[config.mk]
export PLATFORM = sky130hd
export DESIGN_NAME = io_mmio_ctrl
export DESIGN_NICKNAME = d
export VERILOG_FILES = /design/src/rtl/io_mmio_ctrl.sv
export SDC_FILE = /design/constraint.sdc
export NUM_CORES = 1
export LEC_CHECK = 0
export ABC_AREA = 0
export CORE_ASPECT_RATIO = 0.8
export CORE_MARGIN = 1.5
export CORE_UTILIZATION = 30
export CTS_CLUSTER_DIAMETER = 100
export DETAILED_ROUTE_END_ITERATION = 7
export SETUP_SLACK_MARGIN = 0.02
export SLEW_MARGIN = 30
export SYNTH_ARGS = -nofsm -noshare
export SYNTH_HDL_FRONTEND = slang
export SYNTH_SLANG_ARGS = --single-unit
[constraint.sdc]
create_clock -name clk -period 10.26 [get_ports clk]
set_clock_uncertainty 0.05 [all_clocks]
set_input_delay 2.052 -clock clk [delete_from_list [all_inputs] [get_ports clk]]
set_output_delay 2.052 -clock clk [all_outputs]
set_load 0.05 [all_outputs]
[src/rtl/io_mmio_ctrl.sv]
// Memory-mapped I/O controller: LED/display registers, synchronized switches and
// buttons with sticky rising-edge flags, and a down-counting timer with interrupt.
module io_mmio_ctrl #(
  parameter int TIMER_W = 32,
  parameter int BTN_W   = 5
) (
  input  logic        clk,
  input  logic        rst,
  input  logic [7:0]  addr,
  input  logic        we,
  input  logic [31:0] wdata,
  input  logic        re,
  output logic [31:0] rdata,
  output logic        rvalid,
  input  logic [31:0] switch_in,
  input  logic [31:0] button_in,
  output logic [31:0] display_out,
  output logic [31:0] led_out,
  output logic        timer_int
);

  localparam logic [5:0] SEL_SW     = 6'h00;
  localparam logic [5:0] SEL_BTN    = 6'h01;
  localparam logic [5:0] SEL_EDGE   = 6'h02;
  localparam logic [5:0] SEL_LED    = 6'h03;
  localparam logic [5:0] SEL_DISP   = 6'h04;
  localparam logic [5:0] SEL_TCTRL  = 6'h05;
  localparam logic [5:0] SEL_TLOAD  = 6'h06;
  localparam logic [5:0] SEL_TCOUNT = 6'h07;
  localparam logic [5:0] SEL_TSTAT  = 6'h08;

  logic [31:0]        sw_s1_q, sw_s1_d, sw_s2_q, sw_s2_d;
  logic [BTN_W-1:0]   btn_s1_q, btn_s1_d, btn_s2_q, btn_s2_d, btn_s3_q, btn_s3_d;
  logic [BTN_W-1:0]   edge_q, edge_d;
  logic [31:0]        led_q, led_d, disp_q, disp_d;
  logic               en_q, en_d, reload_q, reload_d, ie_q, ie_d;
  logic [TIMER_W-1:0] tload_q, tload_d, count_q, count_d;
  logic               exp_q, exp_d, int_q, int_d;
  logic [31:0]        rdata_q, rdata_d;
  logic               rvalid_q, rvalid_d;

  logic [5:0]         sel_s;
  logic [BTN_W-1:0]   edge_clr_s;
  logic               exp_clr_s, tload_wr_s, tctrl_wr_s, hw_exp_s, hw_stop_s;
  logic [31:0]        rd_s;
  logic               unused_s;

  assign sel_s    = addr[7:2];
  assign unused_s = ^{addr[1:0], button_in};

  // Next-state logic: synchronizers, register writes, timer and read mux.
  always_comb begin
    sw_s1_d    = switch_in;
    sw_s2_d    = sw_s1_q;
    btn_s1_d   = button_in[BTN_W-1:0];
    btn_s2_d   = btn_s1_q;
    btn_s3_d   = btn_s2_q;
    led_d      = led_q;
    disp_d     = disp_q;
    reload_d   = reload_q;
    ie_d       = ie_q;
    tload_d    = tload_q;
    count_d    = count_q;
    edge_clr_s = '0;
    exp_clr_s  = 1'b0;
    tload_wr_s = 1'b0;
    tctrl_wr_s = 1'b0;
    hw_exp_s   = 1'b0;
    hw_stop_s  = 1'b0;
    rd_s       = 32'd0;

    if (we) begin
      case (sel_s)
        SEL_EDGE:  edge_clr_s = wdata[BTN_W-1:0];
        SEL_LED:   led_d      = wdata;
        SEL_DISP:  disp_d     = wdata;
        SEL_TCTRL: begin
          tctrl_wr_s = 1'b1;
          reload_d   = wdata[1];
          ie_d       = wdata[2];
        end
        SEL_TLOAD: tload_wr_s = 1'b1;
        SEL_TSTAT: exp_clr_s  = wdata[0];
        default:   tctrl_wr_s = 1'b0;
      endcase
    end else begin
      tctrl_wr_s = 1'b0;
    end

    // A TLOAD write preempts the whole timer step, including expiry.
    if (tload_wr_s) begin
      tload_d = wdata[TIMER_W-1:0];
      count_d = wdata[TIMER_W-1:0];
    end else if (en_q) begin
      if (count_q != '0) begin
        count_d = count_q - TIMER_W'(1);
      end else if (reload_q) begin
        count_d  = tload_q;
        hw_exp_s = 1'b1;
      end else begin
        hw_exp_s  = 1'b1;
        hw_stop_s = 1'b1;
      end
    end else begin
      count_d = count_q;
    end

    if (tctrl_wr_s) begin
      en_d = wdata[0];
    end else if (hw_stop_s) begin
      en_d = 1'b0;
    end else begin
      en_d = en_q;
    end

    edge_d = (edge_q & ~edge_clr_s) | (btn_s2_q & ~btn_s3_q);
    exp_d  = (exp_q & ~exp_clr_s) | hw_exp_s;
    int_d  = exp_q & ie_q;

    case (sel_s)
      SEL_SW:     rd_s = sw_s2_q;
      SEL_BTN:    rd_s[BTN_W-1:0] = btn_s2_q;
      SEL_EDGE:   rd_s[BTN_W-1:0] = edge_q;
      SEL_LED:    rd_s = led_q;
      SEL_DISP:   rd_s = disp_q;
      SEL_TCTRL:  rd_s[2:0] = {ie_q, reload_q, en_q};
      SEL_TLOAD:  rd_s[TIMER_W-1:0] = tload_q;
      SEL_TCOUNT: rd_s[TIMER_W-1:0] = count_q;
      SEL_TSTAT:  rd_s[0] = exp_q;
      default:    rd_s = 32'd0;
    endcase

    if (re) begin
      rdata_d = rd_s;
    end else begin
      rdata_d = rdata_q;
    end
    rvalid_d = re;
  end

  // State registers, all cleared asynchronously.
  always_ff @(posedge clk or posedge rst) begin
    if (rst) begin
      sw_s1_q  <= 32'd0;
      sw_s2_q  <= 32'd0;
      btn_s1_q <= '0;
      btn_s2_q <= '0;
      btn_s3_q <= '0;
      edge_q   <= '0;
      led_q    <= 32'd0;
      disp_q   <= 32'd0;
      en_q     <= 1'b0;
      reload_q <= 1'b0;
      ie_q     <= 1'b0;
      tload_q  <= '0;
      count_q  <= '0;
      exp_q    <= 1'b0;
      int_q    <= 1'b0;
      rdata_q  <= 32'd0;
      rvalid_q <= 1'b0;
    end else begin
      sw_s1_q  <= sw_s1_d;
      sw_s2_q  <= sw_s2_d;
      btn_s1_q <= btn_s1_d;
      btn_s2_q <= btn_s2_d;
      btn_s3_q <= btn_s3_d;
      edge_q   <= edge_d;
      led_q    <= led_d;
      disp_q   <= disp_d;
      en_q     <= en_d;
      reload_q <= reload_d;
      ie_q     <= ie_d;
      tload_q  <= tload_d;
      count_q  <= count_d;
      exp_q    <= exp_d;
      int_q    <= int_d;
      rdata_q  <= rdata_d;
      rvalid_q <= rvalid_d;
    end
  end

  assign rdata       = rdata_q;
  assign rvalid      = rvalid_q;
  assign display_out = disp_q;
  assign led_out     = led_q;
  assign timer_int   = int_q;

endmodule

Word-level counts from Yosys, hierarchy flattened
Index checks and enable logic that the tools add are counted. W data, S select, Z words.

Register bits after elaboration: 250. Bits in latches: 0. Bits in writable memories: 0. Memory bits (read-only): 0. Bits of input ports: 108. Output and inout port bits: 98. Memories: 0.

Add/sub/neg operators: 1. Multipliers: 0. Divide/modulo/power cells: 0. Order comparisons: 0. Equality and inequality tests: 8. Shift operators: 0. Muxes and demuxes: 25. Bitwise operators: 9. Reduce and logical (&&, ||, !) cells: 9.

Operator list (number): $pmux W27 S5 (1); $mux W32 (4); $reduce_bool A32 Y1 (1); $sub A32 B1 Y32 const B (1); $eq A6 B3 Y1 const B (4); $pmux W2 S8 (1); $mux W1 (15); $pmux W2 S7 (1); $eq A6 B2 Y1 const B (2); $and A5 B5 Y5 (2); $mux W5 (2); $not A5 Y5 (2); $pmux W1 S9 (1); $reduce_and A2 Y1 (4); $eq A6 B1 Y1 const B (1); $eq A6 B4 Y1 const B (1); $logic_not A6 Y1 (1); $or A5 B5 Y5 (1); $reduce_bool A2 Y1 (2); $reduce_bool A3 Y1 (1); $and A1 B1 Y1 (2); $not A1 Y1 (1); $or A1 B1 Y1 (1).

Logic depth before layout (Yosys ltp)
Word-level depth: 6. Depth in mapped cells: 8.

Worst setup path before layout
No wires, ideal clock.

Path type: input -> register. From: input addr[5]. To: register count_q[23]. Arrival: 3.764 ns. Required time: 10.074 ns. Setup slack: 6.310 ns. Stages on the path: 7. Buffers on the path: 2. Path through: or4b_1 > clkbuf_1 > nor2_1 > clkbuf_1 > nor2_1 > a221oi_1 > o21ai_0.

Cells in the longest elaborated chain, start to end: 5.

RTL lines: start: declaration (line 9) `input logic [7:0] addr,`; $eq A6 B3 Y1 (*) (line 73) `case (sel_s)`; $mux W1 (*) (line 73); $mux W1 (*) (line 72) `if (we) begin`; $reduce_bool A3 Y1 (no line) or $reduce_bool A2 Y1 (tied branches); $reduce_and A2 Y1 (no line); end signal: assignment (line 174) `count_q <= count_d;`; end: declaration (line 37) `logic [TIMER_W-1:0] tload_q, tload_d, count_q, count_d;`.

Mark *: on every way between the ends. The rest lies on a longest branch, timed or not. A chain may end at the register's enable or synchronous reset.

Worst setup path after layout
From: input addr[5]. To: register led_q[8], in the netlist led_out[8].

Cells in the longest elaborated chain, start to end: 2.

RTL lines: $eq A6 B2 Y1 (line 73); $reduce_and A2 Y1 (no line); end signal: assignment (line 168) `led_q <= led_d;`; end: declaration (line 35) `logic [31:0] led_q, led_d, disp_q, disp_d;`.

No other way between the ends.

==> impl_metrics.env <==
export IMPL_netlist_area_sq_um=11100
export IMPL_die_w_microns=218
export IMPL_drt_iter0_drc=827
export IMPL_synth_edf_count=0
export IMPL_setup_viol=0
export IMPL_cp_num_buf_inv=3
export IMPL_synth_top_area_share_pct=56.4
export IMPL_cts_tree="yes"
export IMPL_gp_congestion=0.894
export IMPL_ant_nets=0
export IMPL_hold_class="flip-flop to flip-flop"
export IMPL_path_clk_slew_ns=0.06
export IMPL_clkSinkCount=250
export IMPL_layout_common_cells="dfrtp_1, clkdlybuf4s50_1, nand2_1"
export IMPL_drv_cap=0
export IMPL_avgSynthCellArea_sq_um=11.4
export IMPL_post_cts_setup_buffers=0
export IMPL_hpwl_microns=21600
export IMPL_crit_path_max_incr_delay_ns=0.73
export IMPL_synthMuxAreaShare_pct=11.6
export IMPL_track_usage_pct=17.5
export IMPL_final_common_cell="dfrtp_1"
export IMPL_finalHoldViolCount=0
export IMPL_endpoint_kind="flip-flop"
export IMPL_start_util_pct=30.7
export IMPL_async_reset_ff_share_pct=100
export IMPL_synthCells=977
export IMPL_startpoint_type="primary input"
export IMPL_synthAdderAreaFrac_pct=0.226
export IMPL_synth_ff_type="dfrtp_1"
export IMPL_power_leakage_nw=5.98
export IMPL_synth_compound_area_share_pct=13.8
export IMPL_die_height_microns=175
export IMPL_syn_nets=1087
export IMPL_cp_cell_sequence="clkdlybuf4s50_1, nor4_1, buf_4, and3_2, nand2_1, buf_4, mux2_2"
export IMPL_cts_hold_repair_buffers=0
export IMPL_rows=62
export IMPL_die_area_sq_um=38200
export IMPL_power_per_cell_area_nw_per_um2=218
export IMPL_cp_required_ns=10.64
export IMPL_ys_ff_latch=250
export IMPL_synth_top_family_by_area="compound AO/OA/AOI/OAI gates"
export IMPL_grt_max_degree=113
export IMPL_grt_pass1_wl_microns=52100
export IMPL_cts_buffers=28
export IMPL_crit_arrival_ns=5.41
export IMPL_yosysWarnings=0
export IMPL_ir_worst_vdd_mv=0.120
export IMPL_clockRootBuffer="clkbuf_16"
export IMPL_critPathLaunch="addr[5]"
export IMPL_max_freq_ghz=0.199
export IMPL_fin_crit_sh_pct=49.1
export IMPL_synth_largest_area_cell="dfrtp_1"
export IMPL_post_cts_resized=0
export IMPL_clock_latency_ns=0.56
export IMPL_placed_cell_area_sq_um=13300
export IMPL_relSlewSlack_pct=38.0
export IMPL_drc=0
export IMPL_syn2layout_area_growth_pct=28.7
export IMPL_tns_ns=0
export IMPL_post_route_min_period_ns=5.04
export IMPL_core_area_sq_um=36100
export IMPL_clk_path_buf_depth=3
export IMPL_hold_start="sw_s1_q[5]"
export IMPL_whs_ns=0.283
export IMPL_synthTopCellsByArea="dfrtp_1, mux2_2, nand2_1"
export IMPL_tightest_slew_ns=0.926
export IMPL_ys_seq_area_share_pct=56.4
export IMPL_r2r_start="count_q[30]"
export IMPL_worstSetupPathType="primary input to flip-flop"
export IMPL_numPortBuffers=176
export IMPL_grt_antenna_before_repair=1
export IMPL_outcome="completed"
export IMPL_critPathTopFamily="simple AND/OR/NAND/NOR gates"
export IMPL_wl_per_cell_microns=20.6
export IMPL_io_pins=206
export IMPL_layout_drive_gt1_share_pct=16.6
export IMPL_yosys_area_share_xor_xnor_pct=0.631
export IMPL_nNetsFinal=1240
export IMPL_rsz0062_at_grt="false"
export IMPL_fin_area_sq_um=14300
export IMPL_synth_simple_area_share_pct=13.5
export IMPL_utilization_pct=39.5
export IMPL_path_max_fanout=28
export IMPL_synth_cell_types=72
export IMPL_cpMostUsedCell="buf_4"
export IMPL_h_tree_depth=1
export IMPL_grt_pass1_vias=8420
export IMPL_avgViaCountPerCell=5.32
export IMPL_drt_pre_antenna_iters=6
export IMPL_cp_slowest_cell="and3_2"
export IMPL_wl_microns=33600
export IMPL_grt_overflow=0
export IMPL_drv_slew=0
export IMPL_vias=8682
export IMPL_finalPower_w=0.00312
export IMPL_rrSetupSlack_ns=6.72
==> path summary, 6_finish.rpt <==
check	endpoint	cells past startpoint
min in group asynchronous	sw_s1_q[9]	2
worst min-delay path	sw_s2_q[5]	0
worst min register to register	sw_s2_q[5]	0
worst max register to register	count_q[25]	6
max in group asynchronous	rdata[10]	3
worst max-delay path	led_out[8]	7
==> report_power, final <==
| part | leakage (nW) | switching (W) | internal [W] |
|---|---|---|---|
| Combinational | 2.37 | 0.000486 | 0.000306 |
| Clock | 0.481 | 0.000417 | 0.000653 |
| Sequential | 3.13 | 0.000147 | 0.00111 |
| Total | 5.98 | 0.00105 | 0.00207 |
==> metal layers <==
| layer | vias up | global-route usage (%) | part of all wire (%) |
|---|---|---|---|
| li1 | 3916 | - | - |
| met1 | 4379 | 27.0 | 49 |
| met2 | 333 | 25.2 | 42 |
| met3 | 54 | 3.59 | 6.9 |
| met4 | 0 | 3.30 | 1.8 |
| met5 | - | 0 | 0 |
==> state kept, by name (all words and copies together) (netlist names) <==
| name | flops |
|---|---|
| rdata | 32 |
| tload_q | 32 |
| btn_s2_q | 5 |
| btn_s3_q | 5 |
| en_q | 1 |
| btn_s1_q | 5 |
| led_out | 32 |
| ie_q | 1 |
| rvalid | 1 |
| exp_q | 1 |
| sw_s1_q | 32 |
| edge_q | 5 |
| count_q | 32 |
| sw_s2_q | 32 |
| display_out | 32 |
| reload_q | 1 |
| timer_int | 1 |
==> kinds of logic after synthesis <==
family | count (synthesis)
AND/OR/NAND/NOR | 312
flip-flops | 250
AO/OA/AOI/OAI | 206
multiplexers | 107
buffers and inverters | 92
XOR/XNOR | 8
adder cells (fa/ha/maj) | 2
==> layout make-up <==
cell class | instances | area [sq um]
Clock inverter | 12 | 169
Antenna cell | 1 | 2.50
Tap cell | 480 | 601
Sequential cell | 250 | 6260
Timing Repair Buffer | 194 | 1890
Fill cell | 3519 | 21900
Clock buffer | 40 | 817
Multi-Input combinational cell | 635 | 4460
Inverter | 21 | 86.3
==> worst register-to-register path, stage by stage (launching register included) <==
cell and delay (ns):
dfrtp_1 0.42, nor4_1 0.66, nand4_1 0.87, nor3_4 0.76, buf_6 0.25, mux2i_1 0.09
a221o_1 0.31
==> Yosys cell counts, drive strengths merged (12+ instances only) <==
| cell | instances |
|---|---|
| nor3 | 19 |
| o21ai | 17 |
| a22oi | 36 |
| a21oi | 37 |
| a221oi | 30 |
| nand4 | 12 |
| dfrtp | 250 |
| mux2 | 95 |
| nor4 | 22 |
| inv | 21 |
| buf | 22 |
| clkbuf | 49 |
| nand3 | 18 |
| nand2 | 110 |
| nor2 | 86 |
==> through the flow <==
| step | setup WS (ns) | instances |
|---|---|---|
| 2_1_floorplan | 1.29 | 977 |
| 3_3_place_gp | 4.70 | 1579 |
| 3_5_place_dp | 4.62 | 1579 |
| 4_1_cts | 5.18 | 1631 |
| 5_1_grt | 4.99 | 1632 |
| 6_report | 5.22 | 1633 |
Note: power is estimated with default switching activity, not from simulation.
